<file path="src/rtl/fft_pitch_pkg.sv">
// Shared types and helpers for the FFT pitch tracker.
package fft_pitch_pkg;

    localparam int          MAG_W     = 33;
    localparam int          BIN_W     = 10;
    localparam int unsigned DEF_K_MIN = 2;
    localparam int unsigned DEF_K_MAX = 511;

    // Field widths follow the default W/KW of fft_pitch_tracker.
    typedef struct packed {
        logic [BIN_W-1:0] k;
        logic [MAG_W-1:0] mag;
        logic             silent;
    } pitch_result_t;

    function automatic logic in_band(input int unsigned k,
                                     input int unsigned k_min,
                                     input int unsigned k_max);
        return (k >= k_min) && (k <= k_max);
    endfunction

endpackage

</file>
<file path="src/rtl/pitch_history_avg.sv">
// Ring buffer of the last 2**AVG_LOG2 pitch bins with a running sum.
// out_k is the value to present for the current push (0 on clear).
module pitch_history_avg #(
    parameter int KW       = 10,
    parameter int AVG_LOG2 = 2
) (
    input  logic          clk,
    input  logic          reset,
    input  logic          clear,
    input  logic          push,
    input  logic [KW-1:0] k_in,
    output logic [KW-1:0] out_k
);

    localparam int DEPTH = 1 << AVG_LOG2;
    localparam int SW    = KW + AVG_LOG2;
    localparam int PW    = (AVG_LOG2 > 0) ? AVG_LOG2 : 1;
    localparam int RD    = 1 << PW;
    localparam int FW    = AVG_LOG2 + 1;

    logic [KW-1:0] ring_q [RD];
    logic [KW-1:0] ring_d [RD];
    logic [PW-1:0] wr_q, wr_d;
    logic [FW-1:0] fill_q, fill_d;
    logic [SW-1:0] sum_q, sum_d;
    logic [KW-1:0] evicted;
    logic          full;

    // Until the ring is full nothing is evicted, so stale slots never reach the sum.
    always_comb begin
        full    = (fill_q == FW'(DEPTH));
        evicted = full ? ring_q[wr_q] : '0;
        ring_d  = ring_q;
        wr_d    = wr_q;
        fill_d  = fill_q;
        sum_d   = sum_q;
        out_k   = '0;
        if (clear) begin
            wr_d   = '0;
            fill_d = '0;
            sum_d  = '0;
        end else if (push) begin
            ring_d[wr_q] = k_in;
            wr_d         = (wr_q == PW'(DEPTH - 1)) ? '0 : wr_q + 1'b1;
            fill_d       = full ? fill_q : fill_q + 1'b1;
            sum_d        = sum_q + SW'(k_in) - SW'(evicted);
            out_k        = (fill_d == FW'(DEPTH)) ? KW'(sum_d >> AVG_LOG2) : k_in;
        end
    end

    always_ff @(posedge clk or negedge reset) begin
        if (!reset) begin
            for (int i = 0; i < RD; i++) ring_q[i] <= '0;
            wr_q   <= '0;
            fill_q <= '0;
            sum_q  <= '0;
        end else begin
            ring_q <= ring_d;
            wr_q   <= wr_d;
            fill_q <= fill_d;
            sum_q  <= sum_d;
        end
    end

endmodule

</file>
<file path="src/rtl/fft_pitch_tracker.sv">
// Per-frame peak-bin pitch tracker with silence gating, smoothing and a valid/ready output.
// Define FFT_PITCH_HYST_EN to suppress results within HYST_BINS of the last delivered pitch.
module fft_pitch_tracker
    import fft_pitch_pkg::*;
#(
    parameter int          W         = MAG_W,
    parameter int          NSAMPLES  = 1024,
    parameter int          KW        = $clog2(NSAMPLES),
    parameter int unsigned K_MIN     = DEF_K_MIN,
    parameter int unsigned K_MAX     = DEF_K_MAX,
    parameter int          AVG_LOG2  = 2,
    parameter int unsigned HYST_BINS = 1
) (
    input  logic          clk,
    input  logic          reset,
    input  logic [W-1:0]  mag,
    input  logic          mag_valid,
    input  logic          mag_sof,
    input  logic [W-1:0]  cfg_threshold,
    output logic [KW-1:0] pitch_k,
    output logic [W-1:0]  pitch_mag,
    output logic          pitch_silent,
    output logic          pitch_valid,
    input  logic          pitch_ready,
    output logic          pitch_overrun
);

`ifdef FFT_PITCH_HYST_EN
    localparam bit HYST_EN = 1'b1;
`else
    localparam bit HYST_EN = 1'b0;
`endif

    logic [KW-1:0] k_q, k_d, cur_idx, base_k, peak_k_q, peak_k_d;
    logic [W-1:0]  base_mag, peak_mag_q, peak_mag_d;
    logic          frame_start, eof_q, eof_d;
    logic          s1_valid_q, s1_valid_d, s2_valid_q, s2_valid_d;
    pitch_result_t s1_q, s1_d, s2_q, s2_d, out_q, out_d;
    logic          pitch_valid_q, pitch_valid_d, overrun_q, overrun_d;
    logic [KW-1:0] last_k_q, last_k_d, k_diff, hist_k;
    logic          have_last_q, have_last_d;
    logic          hist_clear, hist_push, suppress, load;

    // Bin 0 (counted or forced by sof) restarts the search, discarding any partial frame.
    always_comb begin
        cur_idx     = mag_sof ? '0 : k_q;
        frame_start = (cur_idx == '0);
        base_mag    = frame_start ? '0 : peak_mag_q;
        base_k      = frame_start ? KW'(K_MIN) : peak_k_q;
        k_d         = k_q;
        peak_k_d    = peak_k_q;
        peak_mag_d  = peak_mag_q;
        eof_d       = 1'b0;
        if (mag_valid) begin
            k_d        = cur_idx + 1'b1;
            peak_k_d   = base_k;
            peak_mag_d = base_mag;
            if (in_band(32'(cur_idx), K_MIN, K_MAX) && (mag > base_mag)) begin
                peak_k_d   = cur_idx;
                peak_mag_d = mag;
            end
            eof_d = (cur_idx == KW'(NSAMPLES - 1));
        end
    end

    pitch_history_avg #(
        .KW       (KW),
        .AVG_LOG2 (AVG_LOG2)
    ) u_hist (
        .clk   (clk),
        .reset (reset),
        .clear (hist_clear),
        .push  (hist_push),
        .k_in  (s1_q.k),
        .out_k (hist_k)
    );

    always_comb begin
        s1_valid_d = eof_q;
        s1_d       = s1_q;
        if (eof_q) begin
            s1_d.k      = peak_k_q;
            s1_d.mag    = peak_mag_q;
            s1_d.silent = (peak_mag_q < cfg_threshold);
        end

        hist_clear = s1_valid_q && s1_q.silent;
        hist_push  = s1_valid_q && !s1_q.silent;
        s2_valid_d = s1_valid_q;
        s2_d       = s2_q;
        if (s1_valid_q) begin
            s2_d.k      = hist_k;
            s2_d.mag    = s1_q.mag;
            s2_d.silent = s1_q.silent;
        end

        k_diff      = (s2_q.k >= last_k_q) ? s2_q.k - last_k_q : last_k_q - s2_q.k;
        suppress    = HYST_EN && !s2_q.silent && have_last_q && (32'(k_diff) <= HYST_BINS);
        load        = s2_valid_q && !suppress;
        last_k_d    = last_k_q;
        have_last_d = have_last_q;
        if (load) begin
            last_k_d    = s2_q.k;
            have_last_d = !s2_q.silent;
        end

        // A load in the same cycle as a transfer replaces the result without counting as overrun.
        out_d         = out_q;
        pitch_valid_d = pitch_valid_q;
        overrun_d     = overrun_q;
        if (pitch_valid_q && pitch_ready) pitch_valid_d = 1'b0;
        if (load) begin
            out_d         = s2_q;
            pitch_valid_d = 1'b1;
            if (pitch_valid_q && !pitch_ready) overrun_d = 1'b1;
        end
    end

    always_ff @(posedge clk or negedge reset) begin
        if (!reset) begin
            k_q           <= '0;
            peak_k_q      <= '0;
            peak_mag_q    <= '0;
            eof_q         <= 1'b0;
            s1_valid_q    <= 1'b0;
            s1_q          <= '0;
            s2_valid_q    <= 1'b0;
            s2_q          <= '0;
            out_q         <= '0;
            pitch_valid_q <= 1'b0;
            overrun_q     <= 1'b0;
            last_k_q      <= '0;
            have_last_q   <= 1'b0;
        end else begin
            k_q           <= k_d;
            peak_k_q      <= peak_k_d;
            peak_mag_q    <= peak_mag_d;
            eof_q         <= eof_d;
            s1_valid_q    <= s1_valid_d;
            s1_q          <= s1_d;
            s2_valid_q    <= s2_valid_d;
            s2_q          <= s2_d;
            out_q         <= out_d;
            pitch_valid_q <= pitch_valid_d;
            overrun_q     <= overrun_d;
            last_k_q      <= last_k_d;
            have_last_q   <= have_last_d;
        end
    end

    assign pitch_k       = out_q.k;
    assign pitch_mag     = out_q.mag;
    assign pitch_silent  = out_q.silent;
    assign pitch_valid   = pitch_valid_q;
    assign pitch_overrun = overrun_q;

endmodule

</file>
<file path="config.mk">
export PLATFORM = sky130hd
export DESIGN_NAME = fft_pitch_tracker
export DESIGN_NICKNAME = d
export VERILOG_FILES = /design/src/rtl/fft_pitch_pkg.sv /design/src/rtl/pitch_history_avg.sv /design/src/rtl/fft_pitch_tracker.sv
export SDC_FILE = /design/constraint.sdc
export NUM_CORES = 1
export LEC_CHECK = 0
export ABC_AREA = 1
export BUFFER_PORTS_ARGS = -buffer_cell sky130_fd_sc_hd__buf_2
export CORE_MARGIN = 2
export CORE_UTILIZATION = 54
export DETAILED_ROUTE_END_ITERATION = 7
export GPL_TIMING_DRIVEN = 0
export PLACE_DENSITY = 0.76
export SLEW_MARGIN = 20
export SYNTH_ARGS = -nofsm -noshare
export SYNTH_HDL_FRONTEND = slang
export SYNTH_SLANG_ARGS = --single-unit
</file>
<file path="constraint.sdc">
create_clock -name clk -period 2.9 [get_ports clk]
set_input_delay 0.145 -clock clk [delete_from_list [all_inputs] [get_ports clk]]
set_output_delay 0.145 -clock clk [all_outputs]
set_load 0.01 [all_outputs]
</file>
==> run summary <==
======================================================================================
Status .................................................................. complete, but fails checks
Failing checks .......................................................... negative setup slack
Internal reg-to-reg setup slack .........................................     -0.15 ns
Clock sink count ........................................................          247
Total of warnings raised by yosys .......................................            0
Crit path kind .......................................................... flip-flop to flip-flop
Setup TNS after final layout ............................................     -3.76 ns
Antenna viol nets, final ................................................            0
Largest net degree at the start of global routing .......................          104
Period minus WS final ...................................................      3.05 ns
Number of hold violations in the final report ...........................            0
Number of distinct standard cells referenced by the synthesized netlist .           42
#FFs+latches synth ......................................................          247
Largest delay share family, worst path .................................. simple AND/OR/NAND/NOR gates
Most prevalent standard cell on the critical path .......................      nand2_1
Switching part of the total power .......................................        29.8%
Crit path launch type ...................................................    flip-flop
Stages on the worst setup path ..........................................           19
Number of diodes added for antenna fixing ...............................            0
Cell-by-cell trace of the critical path ................................. buf_8 -> nor2_4 -> nor2_4 -> o21ai_4 -> a21oi_4 -> fa_1 -> inv_2 -> ha_4 -> a21oi_2 -> nor2_1 -> nor2_1 -> nand2_1 -> nand2_2 -> nand3_4 -> nand2_2 -> nand2_1 -> nand2_1 -> nand3_1 -> o21ai_1
# Max-Cap Violations ....................................................            0
Placed cell count .......................................................         2042
Worst setup path start .................................................. u_hist.wr_q[0]
Number of remaining DRC errors ..........................................            0
Minimum hold slack ......................................................   0.00912 ns
Deepest clock path buffer count .........................................            3
Total cell area at the placement stage ..................................  14000 sq um
Die Footprint ...........................................................  25300 sq um
Via count of the first global-routing pass ..............................        11.4k
RSZ-0062 raised after global routing ....................................         true
Number of nets in the synthesized netlist ...............................         1774
Endpoint type of the worst setup path ...................................    flip-flop
First-pass GRT wire length ..............................................      55.8 mm
Vias per cell ...........................................................         5.39
Slowest stage delay, CP .................................................      0.52 ns
Actual slew at the worst max-slew pin ...................................     0.653 ns
Global route total overflow .............................................            0
CTS clk-pin slew, worst paths ...........................................      0.06 ns
Max Fclk ................................................................      327 MHz
Worst slew margin .......................................................        56.4%
Width of the die ........................................................       159 um
Switching Power .........................................................      2.75 mW
Final cycle utilization of the critical path ............................         105%
Path category of the worst min-delay check .............................. input pin to flip-flop
Final count of negative-setup-slack endpoints ...........................           47
Synthesis-to-finish area growth .........................................        28.1%
First-pass detailed-route iteration total ...............................            6
Global-route usage over all layers ......................................        26.7%
Ratio of cells with drive above 1 in the final layout ...................        23.1%
Launch point of the worst reg-to-reg path ............................... u_hist.wr_q[0]
Number of max-slew violations in the final report .......................            0
Synth Cell Area .........................................................  13000 sq um
Worst EP required .......................................................      3.35 ns
Cell accounting for the most synthesized area ...........................      dfrtp_1
Power share of the clock group ..........................................        37.1%
Initial core utilization ................................................        55.1%
Pwr Density .............................................................  556 nW/um^2
Number of placement rows ................................................           56
RePlAce Congestion ......................................................        0.899
Gate Count Post-Synth ...................................................         1607
Arrival time worst endpoint .............................................      3.50 ns
Routed length per instance ..............................................      16.4 um
DIE HEIGHT ..............................................................       159 um
H-Tree Level Count ......................................................            1
Later-pin clock latency in the skew report ..............................      0.53 ns
Total Wirelength ........................................................      35.2 mm
Power share of the combinational group ..................................        21.1%
Count of port buffers added during placement ............................          114
Average cell area after synthesis .......................................   8.08 sq um
Cell type of the slowest stage on the worst timing path .................         fa_1
Leakage Power ...........................................................      8.51 nW
CTS Root Buffer Type ....................................................    clkbuf_16
Worst r2r path cells ....................................................           19
Sequential share of the synthesized area ................................        47.6%
Capturing element of the worst setup path ............................... u_hist.sum_q[9]
CTS tree ................................................................        built
Vias after detailed routing .............................................        11.6k
Initial detailed-routing violation count ................................          798
Portion of synthesized cell area occupied by the leading cell type ......        47.6%
Peak supply drop ........................................................     0.360 mV
Clk_skew ................................................................    0.0185 ns
Placeable Area ..........................................................  23500 sq um
Num CTS Buffers .........................................................           25
Final net count .........................................................         1985
Sequential fraction of design power .....................................        41.8%
Fin cells ...............................................................         2155
Buffers plus inverters on the worst setup path ..........................            2
Antenna violations before repair ........................................            0
Detailed Place HPWL .....................................................      23.8 mm
Design internal power ...................................................      6.50 mW
Number of I/O pins ......................................................          117
Largest fanout on the critical path .....................................            7
Area contributors post-synth ............................................ dfrtp_1 (48%), nand2_1 (17%), ha_1 (8.3%)
Post-route setup slack ..................................................    -0.154 ns
Final instance area .....................................................  16600 sq um
End of the worst register-to-register path .............................. u_hist.sum_q[9]
======================================================================================
## cells in the mapped netlist (all sizes together)
library cell,number
fa,10
dfrtp,247
a21o,4
nand4,15
o22ai,4
clkbuf,47
nand3b,33
a21boi,1
xnor2,3
or2,1
nor4,1
a221oi,1
ha,86
o21ai,145
o21a,2
o21bai,5
o31ai,1
buf,19
nor3,6
xor2,9
inv,156
nor2,90
clkinv,3
nand3,66
o221ai,4
o211ai,1
nand2,603
a21oi,44
## layer usage
layer | part of all wire, % | track usage, %
met1 | 41 | 33.6
met2 | 51 | 47.4
met4 | 3.9 | 10.0
met3 | 4.8 | 3.10
met5 | 0 | 0
## worst register-to-register path, delay by kind of cell (launching register included)
family                     cells  cell delay, ns
AOI/OAI and AO/OA              4            0.44
adders and majority gates      2            0.78
DFF                            1            0.48
buffers and inverters          2            0.24
and+or+nand+nor               11            1.06
## worst min-delay path by stage
stage | from | endpoint | slack (ns) | cells after the start
floorplan | reset | eof_q | -0.15 | 0
global placement | s1_valid_q | load | 0.35 | 0
detailed placement | reset | u_hist.ring_q[21] | 0.13 | 1
CTS | mag[21] | peak_mag_q[21] | 0.003 | 4
global route | mag[21] | peak_mag_q[21] | 0.02 | 4
finish | mag[21] | peak_mag_q[21] | 0.009 | 4
## kinds of logic after synthesis
group,after synthesis,synth area share (%)
compound gates,212,8.71
fa+ha+maj,96,9.83
flops,247,47.6
xor+xnor,12,0.810
simple gates,815,26.0
buf+inv,225,7.01
## metrics by stage
step / util, % / setup slack, ns / total power, mW
CTS: 67.3 / -0.0269 / 9.00
detailed placement: 59.5 / -0.509 / 5.33
global route: 70.6 / -0.293 / 9.66
finish: 70.6 / -0.154 / 9.25
global placement: 59.3 / -2.60 / 5.26
floorplan: - / 0.00251 / 4.83
## flip-flops by register name, indices dropped and copies added (netlist names), 2 cells and up
| register | flops |
|---|---|
| u_hist.wr_q | 2 |
| peak_mag_q | 33 |
| u_hist.sum_q | 12 |
| u_hist.fill_q | 3 |
| pitch_k | 10 |
| peak_k_q | 10 |
| k_q | 10 |
| u_hist.ring_q | 40 |
| pitch_mag | 33 |
| s1_q | 44 |
| s2_q | 44 |
## layout by cell type, fill, tap and decap left out, types with 28 or more instances in the layout
cell type,count
a21oi_1,28
buf_2,116
buf_4,34
clkbuf_1,42
dfrtp_1,246
ha_1,60
inv_1,137
nand2_1,537
nand2_2,56
nand3_1,38
nand3b_1,33
nor2_1,67
o21ai_0,122
## power groups by stage
| stage | combinational [mW] | sequential (mW) | clock [mW] |
|---|---|---|---|
| after global routing | 2.18 | 3.88 | 3.60 |
| after floorplan | 1.03 | 3.81 | 0 |
| after detailed placement | 1.44 | 3.89 | 0 |
| final | 1.96 | 3.86 | 3.43 |
| after CTS | 1.71 | 3.83 | 3.45 |
| after global placement | 1.38 | 3.88 | 0 |
## cell type report
class | count | area (sq um)
buffer | 66 | 403
clock buffer | 28 | 647
clock inverter | 17 | 231
fill | 1768 | 6910
inverter | 159 | 607
multi-input combinational | 1137 | 6910
sequential | 247 | 6180
tap | 319 | 399
timing repair buffer | 182 | 1250
## timing repair
| item | in CTS | in global routing |
|---|---|---|
| gates resized for setup | 122 | 171 |
| hold endpoints to repair | 92 | 0 |
| setup endpoints to repair | 62 | 57 |
| hold buffers | 26 | 0 |
| pin swaps | 34 | 71 |
| cloned | 7 | 0 |
| buffers inserted | 19 | 17 |
Power figures use the tool's default switching activity.
